`src/rtl/step_cmd_ctrl.sv`:
```
// SPI command sequencer: parses 5-byte frames (opcode + 32-bit payload, MSB first),
// holds step configuration, drives a step/dir pulse generator and returns a status byte.
module step_cmd_ctrl #(
  parameter logic [31:0] PERIOD_RST = 32'd16000,
  parameter logic [31:0] PERIOD_MIN = 32'd2
) (
  input  logic       CLK,
  input  logic       reset,
  input  logic       byte_received,
  input  logic [7:0] byte_data_received,
  output logic [7:0] spi_send_data,
  output logic       step,
  output logic       dir,
  output logic       enable,
  output logic       busy,
  output logic       fault
);

  // state   | meaning
  // P_OP    | waiting for the opcode byte of a frame
  // P_ARG   | collecting the four payload bytes
  // P_EXEC  | single cycle in which the frame is executed
  // M_IDLE  | no move in progress
  // M_SETUP | dir settles, counters and period are loaded
  // M_RUN   | generating step pulses

  typedef enum logic [1:0] {P_OP, P_ARG, P_EXEC} p_state_t;
  typedef enum logic [1:0] {M_IDLE, M_SETUP, M_RUN} m_state_t;

  localparam logic [7:0] OP_SET_PERIOD = 8'h01;
  localparam logic [7:0] OP_MOVE       = 8'h02;
  localparam logic [7:0] OP_STOP       = 8'h03;
  localparam logic [7:0] OP_ENABLE     = 8'h04;
  localparam logic [7:0] OP_CLEAR      = 8'h05;

  p_state_t    p_state, p_next;
  m_state_t    m_state, m_next;

  logic        byte_received_q;
  logic        rx_stb;
  logic [7:0]  opcode;
  logic [31:0] payload;
  logic [1:0]  idx;

  logic        exec_set_period;
  logic        exec_move;
  logic        exec_stop;
  logic        exec_enable;
  logic        exec_clear;
  logic        exec_bad;

  logic [31:0] period;
  logic [30:0] move_n;
  logic [30:0] move_n_q;
  logic        move_dir;
  logic        set_period_ok;
  logic        move_ok;
  logic        move_start;
  logic        abort;
  logic        fault_set;

  logic [31:0] period_eng;
  logic [31:0] pc;
  logic [30:0] remaining;
  logic        pc_wrap;

  // ---------------------------------------------------------------- byte strobe
  always_ff @(posedge CLK) begin
    if (reset) byte_received_q <= 1'b0;
    else       byte_received_q <= byte_received;
  end

  assign rx_stb = byte_received & ~byte_received_q;

  // ---------------------------------------------------------------- parser FSM
  always_ff @(posedge CLK) begin
    if (reset) p_state <= P_OP;
    else       p_state <= p_next;
  end

  always_comb begin
    p_next = p_state;
    case (p_state)
      P_OP:    if (rx_stb) p_next = P_ARG;
      P_ARG:   if (rx_stb && idx == 2'd3) p_next = P_EXEC;
      P_EXEC:  p_next = P_OP;
      default: p_next = P_OP;
    endcase
  end

  always_comb begin
    exec_set_period = 1'b0;
    exec_move       = 1'b0;
    exec_stop       = 1'b0;
    exec_enable     = 1'b0;
    exec_clear      = 1'b0;
    exec_bad        = 1'b0;
    if (p_state == P_EXEC) begin
      case (opcode)
        OP_SET_PERIOD: exec_set_period = 1'b1;
        OP_MOVE:       exec_move       = 1'b1;
        OP_STOP:       exec_stop       = 1'b1;
        OP_ENABLE:     exec_enable     = 1'b1;
        OP_CLEAR:      exec_clear      = 1'b1;
        default:       exec_bad        = 1'b1;
      endcase
    end
  end

  always_ff @(posedge CLK) begin
    if (reset) begin
      opcode  <= 8'h00;
      payload <= 32'h0000_0000;
      idx     <= 2'd0;
    end else if (rx_stb) begin
      if (p_state == P_OP) begin
        opcode <= byte_data_received;
        idx    <= 2'd0;
      end else if (p_state == P_ARG) begin
        payload <= {payload[23:0], byte_data_received};
        idx     <= idx + 2'd1;
      end
    end
  end

  // ---------------------------------------------------------------- command decode
  assign move_n   = payload[30:0];
  assign move_dir = payload[31];

  assign set_period_ok = exec_set_period & (payload >= PERIOD_MIN) & ~busy;
  assign move_ok       = exec_move & ~busy & enable;
  assign move_start    = move_ok & (move_n != 31'd0);
  // Aborting an idle engine is harmless, so no busy qualification is needed.
  assign abort         = exec_stop | (exec_enable & ~payload[0]);
  assign fault_set     = (exec_set_period & ~set_period_ok)
                       | (exec_move & ~move_ok)
                       | exec_bad;

  always_ff @(posedge CLK) begin
    if (reset) begin
      period   <= PERIOD_RST;
      enable   <= 1'b0;
      fault    <= 1'b0;
      dir      <= 1'b1;
      move_n_q <= 31'd0;
    end else begin
      if (set_period_ok) period <= payload;
      if (exec_enable)   enable <= payload[0];
      if (fault_set)       fault <= 1'b1;
      else if (exec_clear) fault <= 1'b0;
      if (move_start) begin
        dir      <= move_dir;
        move_n_q <= move_n;
      end
    end
  end

  // ---------------------------------------------------------------- move engine FSM
  always_ff @(posedge CLK) begin
    if (reset) m_state <= M_IDLE;
    else       m_state <= m_next;
  end

  assign pc_wrap = (pc == period_eng - 32'd1);

  always_comb begin
    m_next = m_state;
    case (m_state)
      M_IDLE:  if (move_start) m_next = M_SETUP;
      M_SETUP: m_next = M_RUN;
      M_RUN:   if (pc_wrap && remaining == 31'd1) m_next = M_IDLE;
      default: m_next = M_IDLE;
    endcase
    if (abort) m_next = M_IDLE;
  end

  always_ff @(posedge CLK) begin
    if (reset) begin
      period_eng <= 32'd0;
      pc         <= 32'd0;
      remaining  <= 31'd0;
    end else begin
      case (m_state)
        M_SETUP: begin
          period_eng <= period;
          pc         <= 32'd0;
          remaining  <= move_n_q;
        end
        M_RUN: begin
          if (pc_wrap) begin
            pc        <= 32'd0;
            remaining <= remaining - 31'd1;
          end else begin
            pc <= pc + 32'd1;
          end
        end
        default: ;
      endcase
    end
  end

  always_comb begin
    busy = (m_state != M_IDLE);
    step = (m_state == M_RUN) && (pc < (period_eng >> 1));
  end

  // ---------------------------------------------------------------- status byte
  always_ff @(posedge CLK) begin
    if (reset) spi_send_data <= {1'b0, 1'b0, 1'b0, 1'b1, 4'b0000};
    else       spi_send_data <= {busy, fault, enable, dir, 4'b0000};
  end

endmodule
```
`config.mk`:
```
export PLATFORM = sky130hd
export DESIGN_NAME = step_cmd_ctrl
export DESIGN_NICKNAME = d
export VERILOG_FILES = /design/src/rtl/step_cmd_ctrl.sv
export SDC_FILE = /design/constraint.sdc
export NUM_CORES = 1
export LEC_CHECK = 0
export CAP_MARGIN = 0
export CORE_MARGIN = 10
export CORE_UTILIZATION = 40
export DETAILED_ROUTE_END_ITERATION = 8
export DONT_BUFFER_PORTS = 1
export GPL_TIMING_DRIVEN = 0
export PLACE_DENSITY = 0.59
export SYNTH_ARGS = -nofsm -noshare
export SYNTH_HDL_FRONTEND = slang
export SYNTH_SLANG_ARGS = --single-unit
```
`constraint.sdc`:
```
create_clock -name CLK -period 9.7 [get_ports CLK]
set_input_delay 0.97 -clock CLK [delete_from_list [all_inputs] [get_ports CLK]]
set_output_delay 0.97 -clock CLK [all_outputs]
set_load 0.02 [all_outputs]
```
[Word level (Yosys, flattened, before mapping)]
Cells that the tools add are included.
Storage, ports and cells
  bits in registers: 216
  latch bits: 0
  memory bits (writable): 0
  ROM bits: 0
  bits of input ports: 11
  output and inout port bits: 13
  logic and storage cells: 101
  memories: 0
Operators by class
  add/subtract/negate cells: 4
  $mul: 0
  div/mod/pow operators: 0
  magnitude comparators: 2
  equal/unequal tests: 17
  shift-type cells: 0
  mux-type cells: 26
  bitwise logic cells: 18
  reductions and logical operators: 18
Operators by type and width (count)
  case mux 32 bit (2 select lines): 1
  case mux 31 bit (2 select lines): 1
  adder 32 x 1 -> 32 bit (second input constant): 1
  == test 32 bit: 1
  >= comparator 32 x 2 -> 1 bit (second input constant): 1
  less-than comparator 32 x 31 -> 1 bit: 1
  2-to-1 mux 32 bit: 1
  subtractor 32 x 1 -> 32 bit (second input constant): 1
  == test 31 x 1 -> 1 bit (second input constant): 1
  2-to-1 mux 31 bit: 1
  nonzero test 31 bit: 1
  subtractor 31 x 1 -> 31 bit (second input constant): 1
  == test 8 x 2 -> 1 bit (second input constant): 2
  == test 8 x 3 -> 1 bit (second input constant): 2
  2-to-1 mux 1 bit: 14
  2-to-1 mux 2 bit: 6
  inequality test 2 bit (second input constant): 5
  AND reduction 2 bit: 5
  AND 1 bit: 9
  == test 8 x 1 -> 1 bit (second input constant): 1
  nonzero test 2 bit: 4
  == test 2 bit (second input constant): 3
  inverter 1 bit: 6
  case mux 2 bit (3 select lines): 1
  9 further kinds: 15

[Depth between registers and ports, before layout]
Gate-level depths: netlist of run 1.
  depth after elaboration: 10
  gate-level depth with buffers: 15
  gate-level depth less buffers: 11

[Worst setup path before layout of run 1]
OpenSTA, ideal clock, no wires.
  path type: register to output
  from: reg period_eng[26]
  to: out step
  data arrival time: 2.303 ns
  data required time: 8.730 ns
  setup slack: 6.427 ns
  cell stages (with the launch flop): 12
  path buffers: 0
  cells stage by stage: dfxtp_1 > inv_1 > ha_1 > a21oi_1 > nor2b_1 > o21ai_0 > nand2b_1 > a21oi_1 > nor2b_1 > o21ai_0 > or4b_2 > a21oi_1
On the way
  word-level cells in the longest chain between the ends: 2
Ends and longest elaborated chain
  start: declaration: line 62  | logic [31:0] period_eng;
  start signal: assignment: line 185  | period_eng <= period;
  less-than comparator 32 x 31 -> 1 bit: line 204  | step = (m_state == M_RUN) && (pc < (period_eng >> 1));
  logical AND 1 bit: line 204
  end: declaration: line 12  | output logic step,
Every way passes these cells.

[Worst setup path after layout of run 1]
  from: reg period_eng[2]
  to: out step
The elaborated chain is that of the path after synthesis.

==> impl_table.tex, run 1 <==
\begin{tabular}{lr}
\hline
Metric & Value \\
\hline
\multicolumn{2}{l}{\textbf{Pwr}} \\
Worst vdd ir & approximately 140 uV \\
Pwr Density & 227.2 mW/mm\^{}2 \\
Switching power share of the total & 35.03\% \\
Net load switching power & approximately 0.98 mW \\
Combinational group share of total power & 30.7\% \\
Leakage power summed over all cells & roughly 4.8 nW \\
Sequential fraction of design power & 33.7\% \\
Cell Int Power & approximately 1.8 mW \\
Clock group share of total power & 35.6\% \\
\multicolumn{2}{l}{\textbf{Yosys}} \\
Post-synth top flop & sky130\_fd\_sc\_hd\_\_dfxtp\_1 \\
Netlist area before placement & 0.01103 mm\^{}2 \\
Library cells used by synthesis & 76 \\
Dominant cells by area after synthesis & sky130\_fd\_sc\_hd\_\_dfxtp\_1, sky130\_fd\_sc\_hd\_\_mux2i\_1, sky130\_fd\_sc\_hd\_\_nor2\_1 \\
Number of storage elements in the synthesis netlist & 212 \\
Async set or reset register ratio after synthesis & 0\% \\
Leading cell types by count after synthesis & sky130\_fd\_sc\_hd\_\_dfxtp\_1, sky130\_fd\_sc\_hd\_\_nor2\_1, sky130\_fd\_sc\_hd\_\_nand2\_1 \\
Post-synthesis instance total & 1343 \\
Average instance area after synthesis & between 8 and 9 um\^{}2 \\
Top cell type by total area after synthesis & sky130\_fd\_sc\_hd\_\_dfxtp\_1 \\
Count of flip-flops with a built-in enable after synthesis & 0 \\
Sequential share of the synthesized area & between 30\% and 40\% \\
Top-count cell post-synth & sky130\_fd\_sc\_hd\_\_dfxtp\_1 \\
Yosys top cell area share & 38.46\% \\
Yosys synthesis warning count & 0 \\
\multicolumn{2}{l}{\textbf{Timing}} \\
Fin crit share & 46.23\% \\
TNS Setup & 0 ps \\
Tightest slew margin relative to the limit & a little over a quarter \\
Endpoints failing hold & 0 \\
Maximum clock frequency & 223.0 MHz \\
Unrepaired setup endpoints after global routing & false \\
Setup-failing EPs final & 0 \\
Post-layout min period & 4485 ps \\
Final critical-path setup slack & approximately 5200 ps \\
Slew Viols, Final & 0 \\
Transition time at the pin with the least slew margin & 1097 ps \\
Clock skew & 15.88 ps \\
\multicolumn{2}{l}{\textbf{Final layout}} \\
Post-route cell area & 0.01235 mm\^{}2 \\
Ratio of cells with drive above 1 in the final layout & 5.607\% \\
N\_diodes & 0 \\
Nets & about 1400 \\
Synthesis-to-layout area growth & 11.92\% \\
\multicolumn{2}{l}{\textbf{Hold path}} \\
Min-delay src & opcode[6]\$\_SDFFE\_PP0P\_ \\
Worst min-delay path category & flop to flop \\
\multicolumn{2}{l}{\textbf{Worst setup path}} \\
Timing endpoint of the critical path & step \\
Critical path fanouts, max & 8 \\
CP Launch Point & period\_eng[2]\$\_SDFFE\_PP0P\_ \\
FF-to-FF End & pc[20]\$\_SDFFE\_PP0P\_ \\
Endpoint arrival time on the critical path & 3510 ps \\
Type of origin of the critical path & flop \\
FF-to-FF Start & period\_eng[0]\$\_SDFFE\_PP0P\_ \\
Crit path required time & between 8000 and 9000 ps \\
Flop-to-flop setup slack & 5460 ps \\
FF-to-FF path depth & 14 \\
Path type of the worst setup path & flop to primary output \\
Nature of the critical path endpoint & primary output \\
\multicolumn{2}{l}{\textbf{Clock network}} \\
Number of setup buffers added after CTS & 0 \\
Post-cts resize count & 0 \\
Total clock buffers created by CTS & 25 \\
Depth of the CTS H-tree & 1 \\
TritonCTS clock tree & yes \\
Post-CTS Hold Buffers & 0 \\
Clock sinks & 212 \\
Cell chosen for the clock root & sky130\_fd\_sc\_hd\_\_clkbuf\_16 \\
Clock Tree Buf Depth & 3 \\
Clock-pin slew on the worst setup and hold paths & 60 ps \\
Clock network latency to the later pin of the worst-skew pair & 540 ps \\
\multicolumn{2}{l}{\textbf{Die}} \\
Count of boundary I/O pins & 24 \\
Total Die Area & 0.03463 mm\^{}2 \\
Die width & 186.1 um \\
Starting density of the core & 40.83\% \\
Die Height & 186.1 um \\
Standard-cell rows & 60 \\
Core Region & 0.02703 mm\^{}2 \\
\multicolumn{2}{l}{\textbf{Global routing}} \\
Gr usage total & 18.67\% \\
Number of global-route vias before repair & 9017 \\
Pin count of the biggest net entering global routing & 14 \\
Initial antenna violation count & 1 \\
GR Overflow Total & 0 \\
Wire length of the first global-routing pass & between 50000 and 60000 um \\
\multicolumn{2}{l}{\textbf{Routing}} \\
Total vias in the final route & just under 10000 \\
Vias per Instance & about 5.7 \\
Number of nets with antenna violations after routing & 0 \\
Overall routed net length & 32450 um \\
Number of design rule violations left after detail routing & 0 \\
Number of detailed-routing iterations run before antenna repair & 5 \\
Average wire length per cell after detail routing & between 15 and 20 um \\
Iteration-0 DRC count of the detailed router & 784 \\
\multicolumn{2}{l}{\textbf{Placement}} \\
DP Area & 0.01147 mm\^{}2 \\
HPWL after detailed placement & 24210 um \\
Global placer's final weighted congestion & around 0.93 \\
Post-placement worst setup slack & 5552 ps \\
IO buf count & 0 \\
\multicolumn{2}{l}{\textbf{Status}} \\
Result of the run & completed \\
\multicolumn{2}{l}{\textbf{Job}} \\
Number of violations of the max-capacitance limit & 0 \\
\hline
\end{tabular}
## final cells by class
class / count / area, um^2
inverter: 48 / 180.2
buffer: 79 / 332.8
sequential: 212 / 4244
fill: 2715 / 14680
clock buffer: 35 / 703.2
clock inverter: 10 / 173.9
tap: 341 / 426.7
multi-input combinational: 1007 / 6289
## worst min-delay path by stage
stage / endpoint / cells after the start
2_1_floorplan: opcode[6]$_SDFFE_PP0P_ / 2
3_3_place_gp: opcode[3]$_SDFFE_PP0P_ / 2
3_5_place_dp: opcode[3]$_SDFFE_PP0P_ / 2
4_1_cts: opcode[3]$_SDFFE_PP0P_ / 2
5_1_grt: remaining[8]$_SDFFE_PP0P_ / 1
6_report: opcode[6]$_SDFFE_PP0P_ / 2
## power by group through the flow
stage                     sequential, mW  clock (mW)  combinational [mW]
final                              0.946       0.998               0.861
after detailed placement           0.965           0               0.836
after global placement             0.963           0               0.834
after global routing               0.951        1.06               0.928
after floorplan                    0.950           0               0.615
after CTS                          0.945        1.02               0.841
## worst max-delay path, stage by stage (launching register included)
cell,delay (ps)
sky130_fd_sc_hd__dfxtp_1,320
sky130_fd_sc_hd__buf_6,140
sky130_fd_sc_hd__inv_1,80
sky130_fd_sc_hd__ha_1,300
sky130_fd_sc_hd__a21o_1,150
sky130_fd_sc_hd__a21oi_1,150
sky130_fd_sc_hd__nor2b_1,60
sky130_fd_sc_hd__o21ai_0,140
sky130_fd_sc_hd__nand2b_1,80
sky130_fd_sc_hd__a2111oi_0,840
sky130_fd_sc_hd__o211ai_1,260
sky130_fd_sc_hd__a21oi_1,450
## cell families (layout without fill, tap and decap cells)
logic type               after synthesis  after routing  share of synthesized area (%)
buffers and inverters                127            172                          4.649
other                                  1              4                        0.03398
XOR/XNOR                              42             42                          3.334
AND/OR/NAND/NOR                      569            569                          25.14
flip-flops                           212            212                          38.46
multiplexers                          94             94                          8.550
AO/OA/AOI/OAI                        260            260                          15.52
adder cells (fa/ha/maj)               38             38                          4.309
## per-layer routing
metal / wire (um) / vias up / global-route usage, %
li1: - / 4837 / -
met1: 15460 / 4675 / 26.56
met2: 14070 / 303 / 28.40
met3: 2307 / 41 / 3.178
met4: 616 / 0 / 4.805
met5: 0 / - / 0
## stage by stage
stage          power [mW]  cells  utilization (%)  hold WS [ps]
2_1_floorplan       1.566   1346                -         430.8
3_3_place_gp        1.797   1687            42.45         444.1
3_5_place_dp        1.801   1687            42.45         445.7
4_1_cts             2.801   1732            45.69         454.5
5_1_grt             2.934   1732            45.69         476.9
6_report            2.806   1732            45.69         454.2
## sequential cells by signal (all words and copies together), names as in the netlist
name / flops
enable: 1
opcode: 8
idx: 2
pc: 32
payload: 32
period_eng: 32
byte_received_q: 1
remaining: 31
period: 32
p_state: 2
fault: 1
spi_send_data: 4
dir: 1
m_state: 2
move_n_q: 31
## cells in the final DEF (no fill, tap or decap), types with 19 or more instances in the layout
master                        n
sky130_fd_sc_hd__nor3_1      39
sky130_fd_sc_hd__nand3_1     32
sky130_fd_sc_hd__a21oi_1     75
sky130_fd_sc_hd__mux2i_1     92
sky130_fd_sc_hd__clkbuf_1    67
sky130_fd_sc_hd__nor2_1     172
sky130_fd_sc_hd__ha_1        38
sky130_fd_sc_hd__inv_1       48
sky130_fd_sc_hd__nor2b_1     24
sky130_fd_sc_hd__xnor2_1     23
sky130_fd_sc_hd__nor4_1      30
sky130_fd_sc_hd__clkbuf_16   25
sky130_fd_sc_hd__nand2_1    156
sky130_fd_sc_hd__o21ai_0     39
sky130_fd_sc_hd__a21o_1      20
sky130_fd_sc_hd__xor2_1      19
sky130_fd_sc_hd__dfxtp_1    212
(Power assumes the default switching activity.)
==> run 2, diff against run 1 <==
--- a/config.mk
+++ b/config.mk
@@ -5,13 +5,14 @@
 export SDC_FILE = /design/constraint.sdc
 export NUM_CORES = 1
 export LEC_CHECK = 0
+export ABC_AREA = 1
 export CAP_MARGIN = 0
 export CORE_MARGIN = 10
 export CORE_UTILIZATION = 40
 export DETAILED_ROUTE_END_ITERATION = 8
 export DONT_BUFFER_PORTS = 1
 export GPL_TIMING_DRIVEN = 0
-export PLACE_DENSITY = 0.59
+export PLACE_DENSITY = 0.61
 export SYNTH_ARGS = -nofsm -noshare
 export SYNTH_HDL_FRONTEND = slang
 export SYNTH_SLANG_ARGS = --single-unit
==> constraint.sdc (replaced) <==
create_clock -name CLK -period 3.7 [get_ports CLK]
set_input_delay 0.37 -clock CLK [delete_from_list [all_inputs] [get_ports CLK]]
set_output_delay 0.37 -clock CLK [all_outputs]
set_load 0.02 [all_outputs]
==> run 2 against run 1 <==
Against the previous run:
- worst hold slack lost 440 ps
- setup slack lost 4700 ps
- clock power grew 140%
- synthesized cell count grew 33%
- via count grew 17%
- clock skew grew 1.1 ps
- largest cell class unchanged
==> impl_table.tex, run 2 <==
\begin{tabular}{lr}
\hline
Metric & Value \\
\hline
\multicolumn{2}{l}{\textbf{Status}} \\
Result of the run & completed \\
\multicolumn{2}{l}{\textbf{Final layout}} \\
Synthesis-to-layout area growth & 11.22\% \\
Final std cells w/o fill & about 2200 \\
Nets & 1870 \\
Ratio of cells with drive above 1 in the final layout & 4.085\% \\
Area used by multi-input combinational logic & 0.006425 mm\^{}2 \\
N\_diodes & 0 \\
End-of-flow core utilization & 44.79\% \\
Count of filler cells inserted in the layout & 3143 \\
Area taken by flip-flops and latches & between 0.004 and 0.005 mm\^{}2 \\
Most common cell after layout, fill and taps aside & sky130\_fd\_sc\_hd\_\_nand2\_1 \\
Commonest cells after routing, fill and taps aside & sky130\_fd\_sc\_hd\_\_nand2\_1, sky130\_fd\_sc\_hd\_\_nor2\_1, sky130\_fd\_sc\_hd\_\_inv\_1, sky130\_fd\_sc\_hd\_\_dfxtp\_1, sky130\_fd\_sc\_hd\_\_a21oi\_1 \\
\multicolumn{2}{l}{\textbf{Job}} \\
Number of violations of the max-capacitance limit & 0 \\
\multicolumn{2}{l}{\textbf{Die}} \\
Standard-cell rows & 63 \\
Die width & about 190 um \\
Die Height & about 190 um \\
Core Region & 0.02948 mm\^{}2 \\
Starting density of the core & 40.27\% \\
Count of boundary I/O pins & 24 \\
Total Die Area & 0.03697 mm\^{}2 \\
\multicolumn{2}{l}{\textbf{Placement}} \\
HPWL after detailed placement & 28000 um \\
Placed Cells & 2178 \\
IO buf count & 0 \\
Global placer's final weighted congestion & 0.9069 \\
\multicolumn{2}{l}{\textbf{Timing}} \\
Transition time at the pin with the least slew margin & 977.8 ps \\
Setup-failing EPs final & 0 \\
Worst hold margin & 18.93 ps \\
Fin crit share & a little under nine tenths \\
Clock skew & 16.98 ps \\
Tightest slew margin relative to the limit & 34.21\% \\
Unrepaired setup endpoints after global routing & false \\
Post-layout min period & 3163 ps \\
Slew Viols, Final & 0 \\
TNS Setup & 0 ps \\
Endpoints failing hold & 0 \\
Maximum clock frequency & between 300 and 400 MHz \\
\multicolumn{2}{l}{\textbf{Worst setup path}} \\
Path type of the worst setup path & flop to primary output \\
Gate family responsible for the most delay along the worst path & buffers and inverters \\
Critical Path, Cell by Cell & inv\_1, ha\_1, inv\_1, clkbuf\_1, clkbuf\_1, nor3\_1, nand3\_1, a21oi\_1 \\
Endpoint arrival time on the critical path & between 2000 and 3000 ps \\
Critical path fanouts, max & 10 \\
Slowest stage delay, CP & approximately 470 ps \\
Count of buffer and inverter cells on the critical path & 4 \\
Nature of the critical path endpoint & primary output \\
Type of origin of the critical path & flop \\
Crit path required time & 3330 ps \\
CP max-delay cell & sky130\_fd\_sc\_hd\_\_a21oi\_1 \\
CP Launch Point & m\_state[0]\$\_SDFFE\_PP0P\_ \\
FF-to-FF Start & period\_eng[0]\$\_SDFFE\_PP0P\_ \\
\multicolumn{2}{l}{\textbf{Yosys}} \\
Post-synthesis instance total & about 1800 \\
Dominant cells by area after synthesis & sky130\_fd\_sc\_hd\_\_dfxtp\_1, sky130\_fd\_sc\_hd\_\_nand2\_1, sky130\_fd\_sc\_hd\_\_a21oi\_1 \\
Count of flip-flops with a built-in enable after synthesis & 0 \\
Post-synth top flop & sky130\_fd\_sc\_hd\_\_dfxtp\_1 \\
Sequential share of the synthesized area & a little over a third \\
Netlist area before placement & 0.01187 mm\^{}2 \\
Yosys synthesis warning count & 0 \\
Async set or reset register ratio after synthesis & 0\% \\
Yosys top cell area share & 35.75\% \\
Top-count cell post-synth & sky130\_fd\_sc\_hd\_\_nand2\_1 \\
Number of storage elements in the synthesis netlist & 212 \\
Leading cell types by count after synthesis & sky130\_fd\_sc\_hd\_\_nand2\_1, sky130\_fd\_sc\_hd\_\_nor2\_1, sky130\_fd\_sc\_hd\_\_inv\_1 \\
Top cell type by total area after synthesis & sky130\_fd\_sc\_hd\_\_dfxtp\_1 \\
Average instance area after synthesis & 6.651 um\^{}2 \\
Library cells used by synthesis & 46 \\
\multicolumn{2}{l}{\textbf{Clock network}} \\
TritonCTS clock tree & yes \\
Number of setup buffers added after CTS & 0 \\
Post-cts resize count & 0 \\
Clock sinks & between 200 and 250 \\
Clock network latency to the later pin of the worst-skew pair & 550 ps \\
Post-CTS Hold Buffers & 6 \\
Clock Tree Buf Depth & 3 \\
Cell chosen for the clock root & sky130\_fd\_sc\_hd\_\_clkbuf\_16 \\
Total clock buffers created by CTS & 25 \\
Depth of the CTS H-tree & 1 \\
Clock-pin slew on the worst setup and hold paths & about 60 ps \\
\multicolumn{2}{l}{\textbf{Routing}} \\
Number of nets with antenna violations after routing & 0 \\
Iteration-0 DRC count of the detailed router & 793 \\
Average wire length per cell after detail routing & around 16 um \\
Total vias in the final route & approximately 12000 \\
Vias per Instance & 5.173 \\
Number of design rule violations left after detail routing & 0 \\
Overall routed net length & roughly 36000 um \\
Number of detailed-routing iterations run before antenna repair & 5 \\
\multicolumn{2}{l}{\textbf{Hold path}} \\
Worst min-delay path category & input port to flop \\
Min-delay src & byte\_data\_received[1] \\
\multicolumn{2}{l}{\textbf{Global routing}} \\
Number of global-route vias before repair & 10680 \\
Initial antenna violation count & 0 \\
Pin count of the biggest net entering global routing & 14 \\
Gr usage total & 19.27\% \\
Wire length of the first global-routing pass & $\sim$57000 um \\
GR Overflow Total & 0 \\
\multicolumn{2}{l}{\textbf{Pwr}} \\
Worst vdd ir & 421.9 uV \\
Pwr Density & 771.7 mW/mm\^{}2 \\
Leakage power summed over all cells & 5.680 nW \\
\hline
\end{tabular}
-- run 2: changes by cell type after synthesis, moves of 16 or more --
cell	change
sky130_fd_sc_hd__nor2_1	+75
sky130_fd_sc_hd__mux2i_1	-92
sky130_fd_sc_hd__nor2b_1	-24
sky130_fd_sc_hd__a21oi_1	+111
sky130_fd_sc_hd__nand2_1	+151
sky130_fd_sc_hd__a22o_1	-16
sky130_fd_sc_hd__nand3_1	+68
sky130_fd_sc_hd__nor4_1	-19
sky130_fd_sc_hd__o21ai_0	+127
sky130_fd_sc_hd__a21o_1	-20
sky130_fd_sc_hd__o22ai_1	-16
sky130_fd_sc_hd__nand4_1	+22
sky130_fd_sc_hd__xor2_1	+17
sky130_fd_sc_hd__inv_1	+171
-- run 2: cell type report --
class	count	area share (%)
multi-input cells	1266	48.65
inverters	220	6.254
clock inverters	9	0.5875
well taps	390	3.695
plain buffers	90	2.947
clock buffers	33	5.268
flip-flops and latches	212	32.14
repair buffers	6	0.4548
-- run 2: path summary, 6_finish.rpt --
kind                                              endpoint  slack (ps)  cells after the start
worst max-delay path                                  step         540                      8
worst min-delay path                opcode[1]$_SDFFE_PP0P_          20                      2
worst max register to register  remaining[12]$_SDFFE_PP0P_         780                     16
worst min register to register      period[1]$_SDFFE_PP0P_         460                      2
-- run 2: cell families after synthesis --
| kind of cell | after synthesis | synth area share, % |
|---|---|---|
| adder cells (fa/ha/maj) | 38 | 4.005 |
| XOR/XNOR | 65 | 4.974 |
| AO/OA/AOI/OAI | 385 | 16.87 |
| flip-flops | 212 | 35.75 |
| other | 1 | 0.03159 |
| buffers and inverters | 310 | 10.23 |
| AND/OR/NAND/NOR | 774 | 28.14 |
-- run 2: worst reg2reg max path: stages, from the launching register on --
cell and delay [ps]:
sky130_fd_sc_hd__dfxtp_1 320, sky130_fd_sc_hd__inv_1 120, sky130_fd_sc_hd__ha_1 200, sky130_fd_sc_hd__nand2_1 130, sky130_fd_sc_hd__nor2_1 340, sky130_fd_sc_hd__nand2_1 170
sky130_fd_sc_hd__nor2_1 130, sky130_fd_sc_hd__nand2_1 60, sky130_fd_sc_hd__nand2_1 90, sky130_fd_sc_hd__nand3_1 90, sky130_fd_sc_hd__nor2_1 260, sky130_fd_sc_hd__nand3_2 290
sky130_fd_sc_hd__nand2_4 220, sky130_fd_sc_hd__nand2_4 90, sky130_fd_sc_hd__buf_6 150, sky130_fd_sc_hd__nor2_1 100, sky130_fd_sc_hd__nor2_1 50
-- run 2: where the power goes --
group / leakage, nW / switching [mW] / internal, mW
Clock: 0.380 / 1.02 / 1.33
Combinational: 3.58 / 3.30 / 1.62
Sequential: 1.72 / 0.350 / 2.57
Total: 5.68 / 4.67 / 5.52
-- run 2: metrics by stage --
stage	power (mW)	instance area, um^2	setup WS (ps)
after floorplan	6.621	11880	1565
after global placement	7.773	12370	886.7
after detailed placement	7.822	12370	820.3
after CTS	10.20	13210	494.0
after global routing	11.08	13210	261.4
final	10.19	13210	537.4
-- run 2: routing by layer --
metal	track usage, %	share of wire [%]
met1	25.25	46
met2	31.93	46
met3	2.692	4.6
met4	6.321	3.3
met5	0	0
